==> config.mk <==
export PLATFORM = sky130hd
export DESIGN_NAME = macguffin_stream_arbiter
export DESIGN_NICKNAME = d
export VERILOG_FILES = /design/src/rtl/macguffin_pkg.sv /design/src/rtl/macguffin_tag_fifo.sv /design/src/rtl/macguffin_stream_arbiter.sv
export SDC_FILE = /design/constraint.sdc
export NUM_CORES = 1
export LEC_CHECK = 0
export ABC_AREA = 1
export CAP_MARGIN = 20
export CORE_AREA = 4 4 154 156
export DETAILED_ROUTE_END_ITERATION = 6
export DIE_AREA = 0 0 158 160
export DONT_BUFFER_PORTS = 1
export MAX_ROUTING_LAYER = met4
export PLACE_DENSITY = 0.4
export SLEW_MARGIN = 25
export SYNTH_ARGS = -nofsm -noshare
export SYNTH_HDL_FRONTEND = slang
export SYNTH_SLANG_ARGS = --single-unit
==> constraint.sdc <==
create_clock -name clk -period 3.2 [get_ports clk]
set_input_delay 0.64 -clock clk [delete_from_list [all_inputs] [get_ports clk]]
set_output_delay 0.64 -clock clk [all_outputs]
set_load 0.005 [all_outputs]
==> src/rtl/macguffin_pkg.sv <==
// Shared constants and types for the MacGuffin cipher block and its
// stream arbiter.
package macguffin_pkg;

  localparam int BLOCK_SIZE = 64;
  localparam int ROUND_NUM  = 32;

  typedef logic req_id_t;

  localparam req_id_t REQ0 = 1'b0;
  localparam req_id_t REQ1 = 1'b1;

  // Single valid wins; on a tie the requester that did not go last wins.
  function automatic req_id_t rr_pick(
    input logic    v0,
    input logic    v1,
    input req_id_t last
  );
    req_id_t g;
    g = ~last;
    if (v0 && !v1) g = REQ0;
    if (v1 && !v0) g = REQ1;
    return g;
  endfunction

endpackage

==> src/rtl/macguffin_tag_fifo.sv <==
// Show-ahead FIFO of requester IDs, one entry per block in the core.
// Depth need not be a power of two; pointers wrap explicitly.
module macguffin_tag_fifo
  import macguffin_pkg::*;
#(
  parameter int DEPTH = 32
) (
  input  logic                       clk,
  input  logic                       rst_n,
  input  logic                       push,
  input  logic                       pop,
  input  req_id_t                    din,
  output req_id_t                    dout,
  output logic                       full,
  output logic                       empty,
  output logic [$clog2(DEPTH+1)-1:0] count
);

  localparam int PW = (DEPTH > 1) ? $clog2(DEPTH) : 1;
  localparam int CW = $clog2(DEPTH+1);

  req_id_t         r_mem [DEPTH];
  logic [PW-1:0]   r_wr;
  logic [PW-1:0]   r_rd;
  logic [CW-1:0]   r_cnt;
  logic            w_push;
  logic            w_pop;

  assign full   = (r_cnt == CW'(DEPTH));
  assign empty  = (r_cnt == '0);
  assign count  = r_cnt;
  assign dout   = r_mem[r_rd];
  assign w_push = push && !full;
  assign w_pop  = pop && !empty;

  function automatic logic [PW-1:0] nxt(input logic [PW-1:0] p);
    return (p == PW'(DEPTH-1)) ? '0 : p + 1'b1;
  endfunction

  always_ff @(posedge clk) begin
    if (!rst_n) begin
      r_wr  <= '0;
      r_rd  <= '0;
      r_cnt <= '0;
    end else begin
      if (w_push) begin
        r_mem[r_wr] <= din;
        r_wr        <= nxt(r_wr);
      end
      if (w_pop) r_rd <= nxt(r_rd);
      if (w_push && !w_pop) r_cnt <= r_cnt + 1'b1;
      else if (w_pop && !w_push) r_cnt <= r_cnt - 1'b1;
    end
  end

endmodule

==> src/rtl/macguffin_stream_arbiter.sv <==
// Round-robin sharing of one in-order MacGuffin core between two
// AXI4-Stream requesters; results are steered back by a tag FIFO.
module macguffin_stream_arbiter #(
  parameter int BLOCK_SIZE = macguffin_pkg::BLOCK_SIZE,
  parameter int TAG_DEPTH  = 32
) (
  input  logic                           clk,
  input  logic                           rst_n,
  input  logic [BLOCK_SIZE-1:0]          s0_axis_tdata,
  input  logic                           s0_axis_tvalid,
  output logic                           s0_axis_tready,
  input  logic [BLOCK_SIZE-1:0]          s1_axis_tdata,
  input  logic                           s1_axis_tvalid,
  output logic                           s1_axis_tready,
  output logic [BLOCK_SIZE-1:0]          c_m_axis_tdata,
  output logic                           c_m_axis_tvalid,
  input  logic                           c_m_axis_tready,
  input  logic [BLOCK_SIZE-1:0]          c_s_axis_tdata,
  input  logic                           c_s_axis_tvalid,
  output logic                           c_s_axis_tready,
  output logic [BLOCK_SIZE-1:0]          m0_axis_tdata,
  output logic                           m0_axis_tvalid,
  input  logic                           m0_axis_tready,
  output logic [BLOCK_SIZE-1:0]          m1_axis_tdata,
  output logic                           m1_axis_tvalid,
  input  logic                           m1_axis_tready,
  output logic [$clog2(TAG_DEPTH+1)-1:0] tag_count,
  output logic                           err_orphan
);

  import macguffin_pkg::*;

  req_id_t r_rr_last;
  req_id_t r_grant_q;
  logic    r_lock;
  logic    r_orphan;

  req_id_t w_grant;
  req_id_t w_head;
  logic    w_full;
  logic    w_empty;
  logic    w_can;
  logic    w_sv;
  logic    w_push;
  logic    w_pop;
  logic    w_mrdy;

  macguffin_tag_fifo #(
    .DEPTH (TAG_DEPTH)
  ) u_tags (
    .clk   (clk),
    .rst_n (rst_n),
    .push  (w_push),
    .pop   (w_pop),
    .din   (w_grant),
    .dout  (w_head),
    .full  (w_full),
    .empty (w_empty),
    .count (tag_count)
  );

  // Outputs are gated by rst_n so every valid/ready is low during reset.
  always_comb begin
    w_grant = r_lock ? r_grant_q
                     : rr_pick(s0_axis_tvalid, s1_axis_tvalid, r_rr_last);
    w_can   = rst_n && !w_full;
    w_sv    = (w_grant == REQ1) ? s1_axis_tvalid : s0_axis_tvalid;
    w_mrdy  = (w_head == REQ1) ? m1_axis_tready : m0_axis_tready;
  end

  assign c_m_axis_tvalid = w_can && w_sv;
  assign c_m_axis_tdata  = (w_grant == REQ1) ? s1_axis_tdata
                                             : s0_axis_tdata;
  assign s0_axis_tready  = w_can && c_m_axis_tready && (w_grant == REQ0);
  assign s1_axis_tready  = w_can && c_m_axis_tready && (w_grant == REQ1);
  assign w_push          = c_m_axis_tvalid && c_m_axis_tready;

  assign m0_axis_tdata   = c_s_axis_tdata;
  assign m1_axis_tdata   = c_s_axis_tdata;
  assign m0_axis_tvalid  = rst_n && !w_empty && (w_head == REQ0)
                           && c_s_axis_tvalid;
  assign m1_axis_tvalid  = rst_n && !w_empty && (w_head == REQ1)
                           && c_s_axis_tvalid;
  assign c_s_axis_tready = rst_n && (w_empty || w_mrdy);
  assign w_pop           = !w_empty && c_s_axis_tvalid && c_s_axis_tready;
  assign err_orphan      = r_orphan;

  always_ff @(posedge clk) begin
    if (!rst_n) begin
      r_rr_last <= REQ1;
      r_grant_q <= REQ0;
      r_lock    <= 1'b0;
      r_orphan  <= 1'b0;
    end else begin
      if (w_push) begin
        r_lock    <= 1'b0;
        r_rr_last <= w_grant;
      end else if (c_m_axis_tvalid && !c_m_axis_tready) begin
        r_lock    <= 1'b1;
        r_grant_q <= w_grant;
      end
      if (w_empty && c_s_axis_tvalid) r_orphan <= 1'b1;
    end
  end

endmodule

-- Word level (Yosys, flattened, before mapping)
Memories as Yosys holds them, arrays and structs flattened. A register that Yosys moved wholly into a read port is not among the register bits.
Cells that the tools add are included.
- bits in registers: 20
- latch bits: 0
- memory bits (writable): 32
- bits in read-only memories: 0
- input port bits: 200
- output and inout port bits: 205
- memories kept: 1
- add/subtract/negate cells: 4
- $mul: 0
- div/mod/pow operators: 0
- order comparisons: 0
- equal/unequal tests: 3
- shifts and indexed selects: 0
- mux-type cells: 15
- bitwise logic cells: 5
- reductions and logical operators: 34
- memories (name ; depth ; width ; rd ports ; clocked after Yosys merged registers in ; write ports ; line ; text):
    u_tags.r_mem ; 32 ; 1 ; 1 ; 1 ; 1 ; macguffin_tag_fifo.sv:22 ; req_id_t r_mem [DEPTH];
- operators with widths (operator ; count):
    2-to-1 mux 64 bit ; 1
    logical AND 1 bit ; 22
    2-to-1 mux 5 bit ; 4
    2-to-1 mux 6 bit ; 2
    adder 5 x 1 -> 5 bit, second input constant ; 2
    == test 5 bit, second input constant ; 2
    2-to-1 mux 1 bit ; 8
    zero test 1 bit ; 7
    adder 6 x 1 -> 6 bit, second input constant ; 1
    == test 6 bit, second input constant ; 1
    zero test 6 bit ; 1
    subtractor 6 x 1 -> 6 bit, second input constant ; 1
    NOT 1 bit ; 5
    AND reduction 2 bit ; 1
    nonzero test 2 bit ; 1
    OR reduction 2 bit ; 1
    logical OR 1 bit ; 1

-- Longest topological paths before layout
Gate-level depths: netlist of run 1.
- depth after elaboration: 13
- gate-level depth with buffers: 25
- gate-level depth less buffers: 23

-- By module
A second synthesis of run 1 with hierarchy kept.
- cell total of the unflattened synthesis: 688
- area total of the unflattened synthesis: 4777.1 sq um
- modules (own cells, without submodules) (module ; times used ; cells each ; area an instance (sq um) ; sequential area each (sq um)):
    macguffin_tag_fifo ; 1 ; 299 ; 2696.3 ; 1381.3
    macguffin_stream_arbiter ; 1 ; 389 ; 2080.7 ; 80.1

-- Worst setup path before layout of run 1
OpenSTA, ideal clock, no wires.
- path kind: input port to flip-flop
- start: in s1_axis_tvalid
- end: reg u_tags.r_cnt[5] (netlist: u_tags.count[5])
- setup time: 0.113 ns
- data arrival time: 2.838 ns
- slack: 0.249 ns
- stages: 22
- cells stage by stage: inv_1 > nand2_1 > nand2_1 > o211ai_1 > o21ai_2 > nand2_1 > o21ai_1 > inv_1 > nand2_2 > inv_2 > ha_1 > inv_1 > ha_1 > a21oi_1 > nand2_1 > nand2_1 > nand2_1 > a21oi_1 > o21ai_0 > a21o_1 > nor2_1 > nor2_1
- longest elaborated chain between the ends: 12
- elaborated cells between the ends (all ways): 15
- classes of those cells: 5 x mux; 10 x reduce/logical
- RTL lines (item ; line ; text):
    start, declared ; macguffin_stream_arbiter.sv:13 ; input logic s1_axis_tvalid,
    zero test 1 bit ; macguffin_pkg.sv:21 ; if (v0 && !v1) g = REQ0;
    logical AND 1 bit ; macguffin_pkg.sv:21 ;
    2-to-1 mux 1 bit ; macguffin_pkg.sv:21 ;
    2-to-1 mux 1 bit ; macguffin_pkg.sv:22 ; if (v1 && !v0) g = REQ1;
    2-to-1 mux 1 bit ; macguffin_stream_arbiter.sv:64 ; w_grant = r_lock ? r_grant_q
    2-to-1 mux 1 bit (*) ; macguffin_stream_arbiter.sv:67 ; w_sv = (w_grant == REQ1) ? s1_axis_tvalid : s0_axis_tvalid;
    logical AND 1 bit (*) ; macguffin_stream_arbiter.sv:71 ; assign c_m_axis_tvalid = w_can && w_sv;
    logical AND 1 bit (*) ; macguffin_stream_arbiter.sv:76 ; assign w_push = c_m_axis_tvalid && c_m_axis_tready;
    logical AND 1 bit (*) ; macguffin_tag_fifo.sv:33 ; assign w_push = push && !full;
    named net u_tags.w_push ; macguffin_tag_fifo.sv:26 ; logic w_push;
    zero test 1 bit ; macguffin_tag_fifo.sv:52 ; else if (w_pop && !w_push) r_cnt <= r_cnt - 1'b1;
    logical AND 1 bit ; macguffin_tag_fifo.sv:52 ;
    nonzero test 2 bit (no line) ; n/a ;
    end signal, assigned ; macguffin_tag_fifo.sv:51 ; if (w_push && !w_pop) r_cnt <= r_cnt + 1'b1;
    end signal, assigned ; macguffin_tag_fifo.sv:52 ;
    end, declared ; macguffin_tag_fifo.sv:25 ; logic [CW-1:0] r_cnt;
Mark *: on every way through the listed nets, which the timed path passes. The rest lies on a longest branch.
A chain may end at the register's enable or synchronous reset.

-- Worst setup path in the final report of run 1
- start: in s1_axis_tvalid
- end: out c_m_axis_tdata[6]
- longest elaborated chain between the ends: 6
- elaborated cells between the ends (all ways): 7
- classes of those cells: 4 x mux; 3 x reduce/logical
- RTL lines (item ; line ; text):
    zero test 1 bit ; macguffin_pkg.sv:21 ;
    logical AND 1 bit ; macguffin_pkg.sv:21 ;
    2-to-1 mux 1 bit ; macguffin_pkg.sv:21 ;
    2-to-1 mux 1 bit (*) ; macguffin_pkg.sv:22 ;
    2-to-1 mux 1 bit (*) ; macguffin_stream_arbiter.sv:64 ;
    2-to-1 mux 64 bit (*) ; macguffin_stream_arbiter.sv:72 ; assign c_m_axis_tdata = (w_grant == REQ1) ? s1_axis_tdata
    end, declared ; macguffin_stream_arbiter.sv:15 ; output logic [BLOCK_SIZE-1:0] c_m_axis_tdata,
Every way passes the cells marked *; elsewhere a longest branch is shown, timed or not.

==> out/summary.md, run 1 <==
The critical path starts at s1_axis_tvalid. Clock skew on the completed layout was measured at 6.28 ps. Clock tree synthesis found a total of 57 sinks. The number of DRC markers in iteration 0 came out at 146. The tools report the kind of start point of the critical path as a primary input. Clock tree synthesis inserted a total of 9 buffers. Async set-or-reset flop fraction in the synthesized netlist: 0%. Via density per instance: 4.10. Unique cell type count in the Yosys netlist: 35.

The worst register-to-register path begins at u_tags.count[1]. The layout overhead on the synthesized area came out at -5.99%. In this run the vertical extent of the chip is 160 µm. Subtracting the final worst setup slack from the clock period gives 2810 ps.

Walking the worst path, the cells encountered are inv_1 -> nand2_1 -> nand2_1 -> o211ai_1 -> o21ai_4 -> buf_4 -> inv_2 -> buf_12 -> nand2_1 -> nand2_1. The largest single stage delay on the critical path is 500 ps. Setup repair after global routing left no endpoint under its margin. For this run, global-route usage on met2 was measured as 18.5%. For this run, global-route usage on met3 was measured as 4.12%. Most frequently used cell type in the post-synthesis netlist: nand2_1. The total number of yosys warnings came out at 0. The most congested layer reported by global routing was met2. CTS placed an instance of clkbuf_16 at the clock tree root. In this run the cell area of the synthesized design comes to 0.00457 mm². The cell count after synthesis came out at 669. The logs give 3,432 for the number of vias in the routed layout and 4 for the number of iterations in the first detailed-routing pass. The number of gates on the worst path with buffers counted was 10; the number of nets at the end of the flow was 760. The number of port buffers is 0, and the number of nets produced by synthesis is 882. Of all nets on the critical path, the largest fanout is 75. In this run the tightest slew margin relative to its limit is 60.3%. For the worst setup path, the data required time is 2560 ps.

In this run the cell area measured after placement is 0.00401 mm². The synthesized area per cell is 6.84 µm², and the horizontal die dimension is 158 µm. The total overflow reported by the global router came out at 0. Hold timing on the final database bottoms out at a slack of 434 ps. The run gives 2 as the maximum clock insertion buffer count. The tools report the final weighted congestion in routability-driven placement as 0.801.

The most common cell type on the critical path is nand2_1. The tools report the worst endpoint data arrival time as 2170 ps. The H-tree was split into 3 levels. The global-route wire length before repair was 20,700 µm; the number of buffers inserted by hold repair at cts was 0. Once the floorplan was initialized, standard cells occupied 20.4% of the core.

The number of enable-type register cells in the synthesized netlist is 32, and the power per standard cell area is 570 mW/mm². The via count of the first global-routing pass is 3,451, and the top-area cell type share of the netlist area is 22.2%. Clock-pin slew was measured on the worst setup and hold paths at 50 ps. Max-cap violations in this run came to 0. The area of all placed cells without fillers is 0.00430 mm².

The sort of element at the end of the critical path was an output pin. In the post-synthesis netlist, the biggest area contributors are nand2_1 (22%), buf_4 (21%), edfxtp_1 (21%). Final period utilization: 87.9%. Dividing the detail-routed wire length by the instance count gives 16.7 µm.

Based on the critical path, the design can be clocked at up to 356 MHz. The commonest cells after synthesis are nand2_1 (271), buf_4 (129), nor2_1 (48). The repair_antennas step left the layout with diodes totalling 0. The number of pins exceeding their max-slew limit in the final report was 0; the static leakage was 1.89 nW. Setup violations remaining at the end of the flow were counted as 0. Setup total negative slack on the finished layout was measured at 0 ps.

IR analysis of the VDD net gives a maximum drop of 0.195 mV. In the routed design, unresolved DRC markers number 0. Post-detailed-placement half-perimeter wirelength: 11,200 µm.

The core region is 0.0224 mm². The tools report the endpoint of the worst setup timing path as c_m_axis_tdata[6]. For flop-to-flop paths, the worst setup slack is 390 ps.

For this block, the routed nets add up to 13,900 µm of wire. In this run the count of I/O pins placed on the die edge is 405. The share of cells above drive strength 1 was 7.43%. The cell accounting for the most synthesized area is nand2_1. The full die area is 0.0253 mm², and the met1 track demand over resource is 12.7%.

The number of synthesized register bits was 57; the clock latency on the worst-skew pair was 320 ps. The remaining number of nets flagged by the antenna check after routing came out at 0. TritonCTS built the clock tree. In this design, the largest share of critical-path delay is due to buffers and inverters. For this design, the slowest cell found on the critical path is buf_4.

The run gives 32.0% as the sequential fraction of the synthesis area. The worst hold path belongs to the class primary input to flip-flop. The slew at the pin closest to its max-slew limit works out to 596 ps. The count of final hold-check violations is 0, and the total routing usage reported by global routing is 11.1%. The run gives 0 as the initial antenna violation count. The critical setup path kind was primary input to output pin. The floorplan has 55 rows.

The run finished with clean final reports. The largest net degree at the start of global routing was 76; the number of cell instances on the worst register-to-register path was 17. The dominant register cell in the synthesized netlist is edfxtp_1.

The buffers plus inverters on the worst setup path was 4; the filler cell count in the final layout was 2,529. In this run the critical register-to-register path is captured at u_tags.count[5].
==> layer usage <==
metal	up-vias	share of wire [%]	routed length, µm
li1	1729	-	-
met1	1498	40	5600
met2	192	50	6960
met3	13	8.9	1240
met4	0	1.1	150
met5	-	0	0
==> flip-flops by register name, indices dropped and copies added (netlist names), named ones only <==
| register | flops |
|---|---|
| u_tags.count | 6 |
| err_orphan | 1 |
| r_rr_last | 1 |
| r_grant_q | 1 |
| u_tags.r_rd | 5 |
| r_lock | 1 |
| u_tags.r_mem | 32 |
| u_tags.r_wr | 5 |
==> cell usage in the layout (no fill, tap or decap), types with 8 or more instances in the layout <==
cell / synthesis / layout
dfxtp_1: 25 / 24
clkbuf_16: 0 / 9
nand2_1: 271 / 271
edfxtp_1: 32 / 32
nor2_1: 48 / 48
o21ai_0: 8 / 8
nand3_1: 45 / 45
ha_1: 12 / 12
a21oi_1: 16 / 16
buf_4: 129 / 12
inv_1: 33 / 31
==> power by group <==
group | internal [mW] | leakage, nW | switching (mW)
Clock | 0.588 | 0.134 | 0.310
Combinational | 0.218 | 1.26 | 0.472
Sequential | 0.825 | 0.494 | 0.0385
Total | 1.63 | 1.89 | 0.820
==> how the worst min path moves through the flow <==
stage,from,end,slack (ps),cells after the start
final,rst_n,r_rr_last,430,1
after CTS,rst_n,r_rr_last,420,1
after global routing,rst_n,u_tags.count[5],430,2
after global placement,r_grant_q,r_grant_q,490,2
after floorplan,r_grant_q,r_grant_q,450,2
after detailed placement,u_tags.r_rd[4],u_tags.r_rd[4],490,2
==> per-stage QoR <==
stage                     utilization [%]  worst slack (ps)  cells  total power [mW]
final                                19.2               388    837              2.45
after global routing                 19.2              15.5    837              2.63
after CTS                            19.2               253    837              2.49
after detailed placement             17.9               198    821              1.58
after global placement               17.9               217    821              1.59
after floorplan                         -               249    669              1.49
==> cell families (layout without fill, tap and decap cells) <==
kind of cell / count (synthesis) / count (layout) / share of synthesized area, %
fa+ha+maj: 13 / 13 / 3.72
xor+xnor: 4 / 4 / 0.766
buf+inv: 184 / 67 / 26.2
flops: 57 / 57 / 32.0
compound gates: 31 / 31 / 3.72
simple gates: 380 / 380 / 33.7
==> final cells by class <==
| class | count | area [µm²] | area share (%) |
|---|---|---|---|
| clock buffers | 10 | 229 | 5.33 |
| repair buffers | 14 | 130 | 3.03 |
| multi-input cells | 428 | 1930 | 44.8 |
| well taps | 285 | 357 | 8.29 |
| clock inverters | 6 | 48.8 | 1.14 |
| flip-flops and latches | 57 | 1460 | 34.0 |
| inverters | 37 | 144 | 3.35 |
==> timing repair <==
action,in CTS,in global routing
setup buffers,0,0
endpoints found under the setup margin,0,1
gates resized for setup,0,4
hold endpoints to repair,0,0
Power figures use the tool's default switching activity.
==> run 2, diff against run 1 <==
--- a/config.mk
+++ b/config.mk
@@ -11,6 +11,7 @@
 export DETAILED_ROUTE_END_ITERATION = 6
 export DIE_AREA = 0 0 158 160
 export DONT_BUFFER_PORTS = 1
+export GPL_TIMING_DRIVEN = 0
 export MAX_ROUTING_LAYER = met4
 export PLACE_DENSITY = 0.4
 export SLEW_MARGIN = 25
==> constraint.sdc (replaced) <==
create_clock -name clk -period 3.1 [get_ports clk]
set_input_delay 0.62 -clock clk [delete_from_list [all_inputs] [get_ports clk]]
set_output_delay 0.62 -clock clk [all_outputs]
set_load 0.005 [all_outputs]
==> out/summary.md, run 2 (synthesized netlist as in run 1, its figures left out) <==
The run finished with clean final reports. For the pin with the worst max-slew slack, the measured transition is 591 ps. The total core area was 0.0224 mm²; the net switching power of the design was 972 µW. Buffers inserted during clock tree synthesis total 9. IR analysis of the VDD net gives a maximum drop of 0.221 mV. Along the worst path, the maximum fanout reaches 8.

The logs give 25.1% for the utilization after layout and 0 for the number of buffers inserted by hold repair at cts. The later pin in the worst-skew pair is clocked with a latency of 330 ps. OpenSTA, run right after detailed placement, puts the worst setup slack at -216 ps. Cells with a size suffix above 1 make up 30.4% of the layout.

The remaining number of nets flagged by the antenna check after routing is 0. For the initial antenna violation count, the log shows 1. For this run, the detailed router's first-pass iteration total came to 4. Remaining routing DRC violations: 0.

Number of top-level design ports: 405. In the final routed layout, each cell accounts on average for 16.7 µm. In this run, placement finished with an instance count of 955. Measured along the x axis, the die boundary spans 158 µm. Sequential fraction of design power: 30.8%.

The worst setup path is captured at a flip-flop. The via density per instance came out at 4.12. TritonCTS built the clock tree. In this run, the clock network consumes 36.1% of the power.

Summed over all layers, the global routing overflow is 0. The total routing usage reported by global routing was 12.2%. The first global-routing pass estimated 23,000 µm of wire. The clock tree synthesis step divided the H-tree into 3 levels.

The net switching share of the total power works out to 33.2%. CTS placed an instance of clkbuf_16 at the clock tree root. The number of nets at the end of the flow came out at 905. Headroom to the max-slew limit came out at 60.6%. In this run the worst hold path is classified as primary input to flip-flop. Required time of the worst setup path: 3370 ps.

For the number of failing setup endpoints in the final timing report, the log shows 0. At the end of routability-driven placement, the weighted congestion stood at 0.822. The die is 160 µm tall. During placement, the flow inserted port buffers numbering 0. The maximum clock insertion buffer count was 2; the static leakage was 2.62 nW.

Clock-pin slew was measured on the worst setup and hold paths at 50 ps. The number of pins exceeding their max-slew limit in the final report is 0. The worst endpoint data arrival time was 3150 ps.

The critical setup path kind was flip-flop to flip-flop. In this run the core area contains 55 standard-cell rows. Leaving out fill and tap cells, the most frequent cells in the layout are nand2_1 (257), buf_4 (138), nor2_1 (48). The most common cell after layout, fill and taps aside was nand2_1.

The logs give 16,400 µm for the detailed-route wire length and 6.84 ps for the largest clock skew in the final design. Of the total power, combinational logic draws 33.1%. STA classifies the critical path startpoint as a flip-flop. Once detailed placement completed, the half-perimeter wirelength came to 13,700 µm. The register with the most flip-flops in the layout has 32 of them. The power per standard cell area is 522 mW/mm². Final period utilization: 93.0%. The via count of the first global-routing pass came out at 3,890. Setup repair after global routing could not meet its margin everywhere. The logs give 144 for the number of DRC markers in iteration 0 and 4,054 for the number of vias in the routed layout. Entering global routing, the biggest net connects 23 pins. The internal portion of the total power is 1.95 mW. From synthesis to final layout, the design area changed by 22.7%.

Derived from the worst setup path, the maximum achievable clock frequency is 347 MHz. The logs give 57 for the CTS sink count and 0.0253 mm² for the full die area. The smallest clock period supported by the final layout is computed as 2880 ps. In the final timing run, aggregate negative setup slack is 0 ps.

Setup slack on the critical path of the routed design comes to 217 ps. The run gives 0 as the count of final hold-check violations. More flip-flops sit in one register than any other, and that register is u_tags.r_mem. The logs give 0 for the count of max-cap constraint violations and 20.4% for the effective utilization at floorplan.

After the flow finishes, the layout carries non-filler instances totaling 983.
[run 2: cell types whose count changed in the layout (fill, tap and decap cells not counted), sizes merged]
cell,change
buf,+135
clkbuf,+13
clkinv,-4
diode,+1
inv,+1
[run 2: path summary, 6_finish.rpt]
| path | from | end | slack [ps] | depth (start not counted) |
|---|---|---|---|---|
| min reg2reg | r_grant_q | r_grant_q | 470 | 2 |
| min | c_s_axis_tvalid | err_orphan | 440 | 2 |
| max reg2reg | flip-flop | u_tags.count[5] | 220 | 24 |
| max | flip-flop | u_tags.count[5] | 220 | 24 |
[run 2: per-stage QoR]
stage / power, mW / hold WS [ps] / area (µm²)
2_1_floorplan: 1.54 / 450 / 4570
3_3_place_gp: 1.79 / 466 / 4930
3_5_place_dp: 1.79 / 469 / 4960
4_1_cts: 2.87 / 434 / 5320
5_1_grt: 3.11 / 453 / 5610
6_report: 2.93 / 445 / 5610
[run 2: critical path, stage by stage, from the launching register on]
cell,delay (ps)
dfxtp_2,330
buf_8,140
clkinv_8,70
clkbuf_16,160
nand2_2,60
nand3_2,70
nand3_2,90
nand2_2,60
nand2_2,80
nand3_4,90
nand3b_1,150
nand3_4,120
ha_4,210
inv_6,80
ha_4,210
a21oi_2,140
nand2_2,90
nand2_2,60
nand2_2,50
a21oi_2,140
o21ai_1,70
a21o_1,170
nand2_1,50
nand2_1,50
nor2_1,110
[run 2: area by class of cell]
| type | instances | area, µm² |
|---|---|---|
| Fill cell | 2494 | 16800 |
| Antenna cell | 1 | 2.50 |
| Buffer | 147 | 1070 |
| Clock buffer | 13 | 282 |
| Timing Repair Buffer | 12 | 128 |
| Clock inverter | 3 | 42.5 |
| Multi-Input combinational cell | 428 | 2100 |
| Inverter | 37 | 159 |
| Sequential cell | 57 | 1460 |
| Tap cell | 285 | 357 |
[run 2: power by group through the flow]
stage               logic, mW  clock network [mW]  registers (mW)
floorplan               0.646                   0           0.897
global placement        0.873                   0           0.915
detailed placement      0.878                   0           0.912
CTS                     0.897                1.07           0.900
global route             1.09                1.11           0.907
finish                  0.968                1.06           0.903
[run 2: routing by layer]
layer  vias to the layer above  global-route usage, %  routed length [µm]
li1                       2022                      -                   -
met1                      1847                   13.4                6210
met2                       172                   22.0                8880
met3                        13                   2.90                1070
met4                         0                   3.26                 272
met5                         -                      -                   0
[run 2: repair_timing]
action,CTS,global route
cloned,0,1
resized for setup,6,49
endpoints found under the setup margin,1,2
buffers inserted,0,10
pin swaps,0,19
==> RTL edit 1 (settings of run 2) <==
Register the output `tag_count`, without a reset; this adds one clock of latency there. The other outputs are not delayed to match.
--- a/src/rtl/macguffin_stream_arbiter.sv
+++ b/src/rtl/macguffin_stream_arbiter.sv
@@ -30,6 +30,8 @@
 
   import macguffin_pkg::*;
 
+  logic [$clog2(TAG_DEPTH+1)-1:0] tag_count_d;
+
   req_id_t r_rr_last;
   req_id_t r_grant_q;
   logic    r_lock;
@@ -56,7 +58,7 @@
     .dout  (w_head),
     .full  (w_full),
     .empty (w_empty),
-    .count (tag_count)
+    .count (tag_count_d)
   );
 
   // Outputs are gated by rst_n so every valid/ready is low during reset.
@@ -103,5 +105,9 @@
     end
   end
 
+  always_ff @(posedge clk) begin
+    tag_count <= tag_count_d;
+  end
+
 endmodule
 
Behaviour: not the same (Yosys sat finds a counterexample within 4 cycles, from zero or initial values and one cycle with rst_n low).
==> RTL edit 1 against run 2 <==
Wire length increased by 3.4%. Sequential power increased by 11%. Sequential share of layout area increased by 1.7 points. Count of clock-buffer cells in the layout increased by 1. Synthesized cell count increased by 0.15%. Cell area increased by 1.5%. Fmax decreased by 0.87%. Global-route usage increased by 0.34 points. Critical path type unchanged. Sequential cell count increased by 6. Worst setup slack got worse by 25 ps. Area after synthesis increased by 2.3%. Power increased by 0.22%.
==> RTL edit 1: results (changes against run 2) <==
INFO  global_routing global_route.usage.met3=3.47% [+0.57 points]
INFO  routing        detailedRoute.firstIterationViolations=137 [-4.9%]
INFO  placement      detailedPlacementHpwl=14200um [+3.3%]
INFO  synth          synth-seq-area-share=33.8% [+1.8 points]
INFO  global_routing grt_pass1_vias=3840 [-1.3%]
INFO  synth          synth.lib_cells_used.distinct=33 [-5.7%]
INFO  layout         drive_gt1_share=30.2% [-0.17 points]
INFO  sta            clock-skew-final=9.02ps [+2.18 ps]
INFO  placement      gp_weighted_congestion=0.785 [-4.5%]
INFO  global_routing global_route.usage.met2=21.9% [-0.077 points]
INFO  routing        wl_met3=1320um [+24%]
INFO  outcome        run_status=finished clean
INFO  layout         num_antenna_cells=0 [-1]
INFO  routing        detailroute.via_count=4112 [+1.4%]
INFO  setup_path     cp_data_arrival_time=3180ps [+30 ps]
INFO  global_routing grt_antenna_before_repair=0 [-1]
INFO  placement      detailedPlace.worstSlack=-423ps [-207 ps]
INFO  global_routing grt_first_pass_wirelength=23400um [+1.9%]
INFO  sta            slew_headroom=49.9% [-11 points]
INFO  routing        routedWlPerCell=17.2um [+3.0%]
INFO  synth          postSynthNetCount=883 [+0.11%]
INFO  power          power.ir.vdd_worst=0.250mV [+13%]
INFO  power          leakagePower=2.69nW [+2.6%]
INFO  global_routing grt_usage=12.6% [+0.34 points]
INFO  sta            holdWs=390ps [-54.6 ps]
INFO  layout         finish.net_count=909 [+0.44%]
INFO  synth          ranking_of_synthesized_cells_by_area=nand2_1, buf_4, edfxtp_1, dfxtp_1, nand3_1
INFO  routing        met2_wirelength=9050um [+1.9%]
INFO  global_routing pin_count_of_the_biggest_net_entering_global_routing=34 [+48%]
INFO  routing        route.layer.met1.wl=6460um [+4.0%]
==> RTL edit 1: changes by cell type after synthesis, moves of 2 or more <==
cell | before | now
nand2_1 | 271 | 263
dfxtp_1 | 25 | 31
nor2_1 | 48 | 50
clkbuf_1 | 8 | 11
a22oi_1 | 0 | 2
a21oi_1 | 16 | 13
==> RTL edit 1: worst register-to-register path: stages (launching register included) <==
cell        delay (ps)
dfxtp_2            320
buf_6              120
clkinvlp_4         240
nand3_2            140
nand3_2            100
nand2_2             80
nand2_2             60
nand3_4            100
nand2_4             70
nand2_4             70
nand3_4            110
ha_4               210
inv_6               70
ha_4               210
a21oi_2            130
nand2_1             80
nand2_1             70
nand2_1             60
a21oi_2            160
o21ai_1             90
a21o_1             160
nand2_1             50
nand2_1             40
nor2_1             100
==> RTL edit 1: repair_timing <==
action | in CTS | in global routing
hold buffers | 0 | 0
pin swaps | 0 | 29
setup buffers | 0 | 13
resized for setup | 10 | 40
cloned | 0 | 1
endpoints found under the setup margin | 1 | 2
==> RTL edit 1: kinds of logic (layout without fill, tap and decap cells) <==
group,after synthesis,count (layout),share of synthesized area [%]
buffers and inverters,184,215,25.6
AOI/OAI and AO/OA,31,31,3.74
DFF,63,63,33.8
and+or+nand+nor,374,374,32.3
xor gates and xnor gates,5,5,0.936
adders and majority gates,13,13,3.64
==> RTL edit 1: path summary, 6_finish.rpt <==
kind,from,to,cells after the start
worst max-delay path,flip-flop,u_tags.count[5],23
worst min register to register,u_tags.count[4],tag_count[4],0
worst min-delay path,u_tags.count[4],tag_count[4],0
worst max register to register,flip-flop,u_tags.count[5],23
==> RTL edit 1: cell type report <==
| class | instances | area [um^2] | share of cell area, % |
|---|---|---|---|
| repair buffers | 15 | 150 | 2.64 |
| flip-flops and latches | 63 | 1580 | 27.8 |
| multi-input cells | 423 | 2100 | 36.9 |
| plain buffers | 149 | 1070 | 18.8 |
| inverters | 35 | 145 | 2.55 |
| clock buffers | 14 | 275 | 4.83 |
| well taps | 285 | 357 | 6.26 |
| clock inverters | 2 | 11.3 | 0.198 |
==> RTL edit 1: where the power goes <==
| part | switching, W | internal, W | leakage, nW |
|---|---|---|---|
| combinational | 0.000585 | 0.000390 | 2.00 |
| clock | 0.000348 | 0.000611 | 0.142 |
| sequential | 0.0000515 | 0.000948 | 0.544 |
==> RTL edit 1: through the flow <==
stage / util (%) / cells / setup TNS, ps / power (W) / area (um^2)
after floorplan: - / 670 / 0 / 0.00165 / 4680
after global placement: 22.5 / 955 / -3430 / 0.00189 / 5040
after detailed placement: 22.6 / 956 / -553 / 0.00190 / 5060
after CTS: 24.1 / 972 / 0 / 0.00289 / 5400
after global routing: 25.5 / 986 / -79.5 / 0.00312 / 5700
final: 25.5 / 986 / 0 / 0.00293 / 5700
==> RTL edit 2 (settings of run 2) <==
Made on the original files. Change the parameter `TAG_DEPTH` from 32 to 64.
--- a/src/rtl/macguffin_stream_arbiter.sv
+++ b/src/rtl/macguffin_stream_arbiter.sv
@@ -2,7 +2,7 @@
 // AXI4-Stream requesters; results are steered back by a tag FIFO.
 module macguffin_stream_arbiter #(
   parameter int BLOCK_SIZE = macguffin_pkg::BLOCK_SIZE,
-  parameter int TAG_DEPTH  = 32
+  parameter int TAG_DEPTH  = 64
 ) (
   input  logic                           clk,
   input  logic                           rst_n,
Interface: changed (resized tag_count); port bits go from 405 to 406. No check against the original RTL was run, so the function may have changed too.
==> RTL edit 2 against run 2 <==
Worst hold slack got worse by 37 ps. Worst setup slack got worse by 140 ps. Area after synthesis increased by 38%. Wire length is 35% higher. Cell area is 33% higher. Power grew 32%. First-iteration DRC count rose by 100%. Sequential cell count grew 36. Critical endpoint is now u_tags.count[6]. Largest power group is now sequential cells. Highest routed layer unchanged.
==> RTL edit 2: results (changes against run 2) <==
INFO  outcome        run_status=finished clean
INFO  layout         finish.net_count=1082 [+20%]
INFO  clock_network  clock_latency=350ps [+20 ps]
INFO  synth          synth_top_flop_cell=edfxtp_1
INFO  layout         filler_cell_count=2373 [-4.9%]
INFO  routing        detailroute.via_count=5357 [+32%]
INFO  synth          synth.lib_cells_used.distinct=39 [+11%]
INFO  layout         regMostFlops=u_tags.r_mem
INFO  sta            tightestPinTransition=550ps [-41.3 ps]
INFO  synth          synth.cells.most_frequent=nand2_1, buf_4, nor2_1
INFO  global_routing grt_usage=17.2% [+4.9 points]
INFO  setup_path     cp_data_arrival_time=3270ps [+120 ps]
INFO  power          leakagePower=3.28nW [+25%]
INFO  setup_path     reg2reg_setup_slack=70ps [-140 ps]
INFO  setup_path     cp_max_fo=6 [-2]
INFO  synth          postSynthNetCount=1047 [+19%]
INFO  routing        route.layer.met1.wl=8860um [+43%]
INFO  setup_path     ff2ff_path_depth=23 [-4.2%]
INFO  worst_hold_path worst_hold_path_type=in -> reg
INFO  global_routing grt_first_pass_wirelength=31700um [+38%]
INFO  routing        met2_wirelength=11400um [+29%]
INFO  synth          edff_count_synth=64 [+100%]
INFO  power          power.internal=0.00254W [+30%]
INFO  sta            clock-skew-final=7.89ps [+1.05 ps]
INFO  global_routing grt_pass1_vias=5231 [+34%]
INFO  synth          ranking_of_synthesized_cells_by_area=edfxtp_1, nand2_1, buf_4, dfxtp_1, nand3_1
INFO  setup_path     r2r_path_end=u_tags.count[6]
INFO  global_routing grtUsageMet1=20.6% [+7.2 points]
INFO  placement      place_area=6700um^2 [+35%]
INFO  setup_path     cp_slowest_stage_delay=430ps [+100 ps]
INFO  routing        detailedRoute.firstIterationViolations=295 [+100%]
INFO  layout         max_reg_flops=64 [+100%]
INFO  routing        wl_met3=1410um [+32%]
INFO  global_routing pin_count_of_the_biggest_net_entering_global_routing=62 [+170%]
INFO  setup_path     critPathSlowestCell=dfxtp_4
INFO  synth          synth-seq-area-share=39.7% [+7.7 points]
INFO  layout         drive_gt1_share=28.4% [-2.1 points]
INFO  global_routing global_route.usage.met2=28.8% [+6.8 points]
INFO  power          power.ir.vdd_worst=0.242mV [+9.6%]
INFO  routing        routedWlPerCell=19.0um [+14%]
[RTL edit 2: power by group through the flow]
stage	logic (W)	clock network, W	registers [W]
after floorplan	0.000831	0	0.00147
after global placement	0.00114	0	0.00150
after detailed placement	0.00115	0	0.00149
after CTS	0.00127	0.00113	0.00147
after global routing	0.00145	0.00117	0.00148
final	0.00130	0.00110	0.00147
[RTL edit 2: worst min path at each step]
stage	slack, ps	endpoint	from	cells past startpoint
floorplan	450	r_rr_last	r_rr_last	2
global placement	470	r_rr_last	r_rr_last	2
detailed placement	480	r_rr_last	r_rr_last	2
CTS	390	u_tags.count[6]	rst_n	2
global route	410	err_orphan	c_s_axis_tvalid	2
finish	410	u_tags.count[6]	rst_n	2
[RTL edit 2: stage by stage]
step	setup slack [ps]	util (%)	std cells
floorplan	17.6	-	838
detailed placement	-593	30.0	1124
finish	74.0	33.5	1164
CTS	-6.34	32.9	1156
global route	-146	33.5	1164
global placement	-1440	29.8	1123
[RTL edit 2: logic make-up after synthesis]
family	Yosys count	share of synthesized area, %
simple gates	485	33.3
buf+inv	202	20.7
flops	93	39.7
compound gates	44	3.77
fa+ha+maj	9	1.90
xor+xnor	5	0.694
[RTL edit 2: timing repair]
action / 4_1_cts / 5_1_grt
pin swaps: 24 / 23
setup buffers: 14 / 7
cloned: 3 / 0
endpoints found under the setup margin: 4 / 3
resized for setup: 55 / 20
[RTL edit 2: layout make-up]
type                            instances  area share, %
Multi-Input combinational cell        543           36.0
Antenna cell                            1         0.0334
Buffer                                155           15.6
Inverter                               46           2.63
Timing Repair Buffer                   25           3.63
Clock inverter                          5          0.686
Tap cell                              285           4.77
Clock buffer                           11           3.11
Sequential cell                        93           33.5
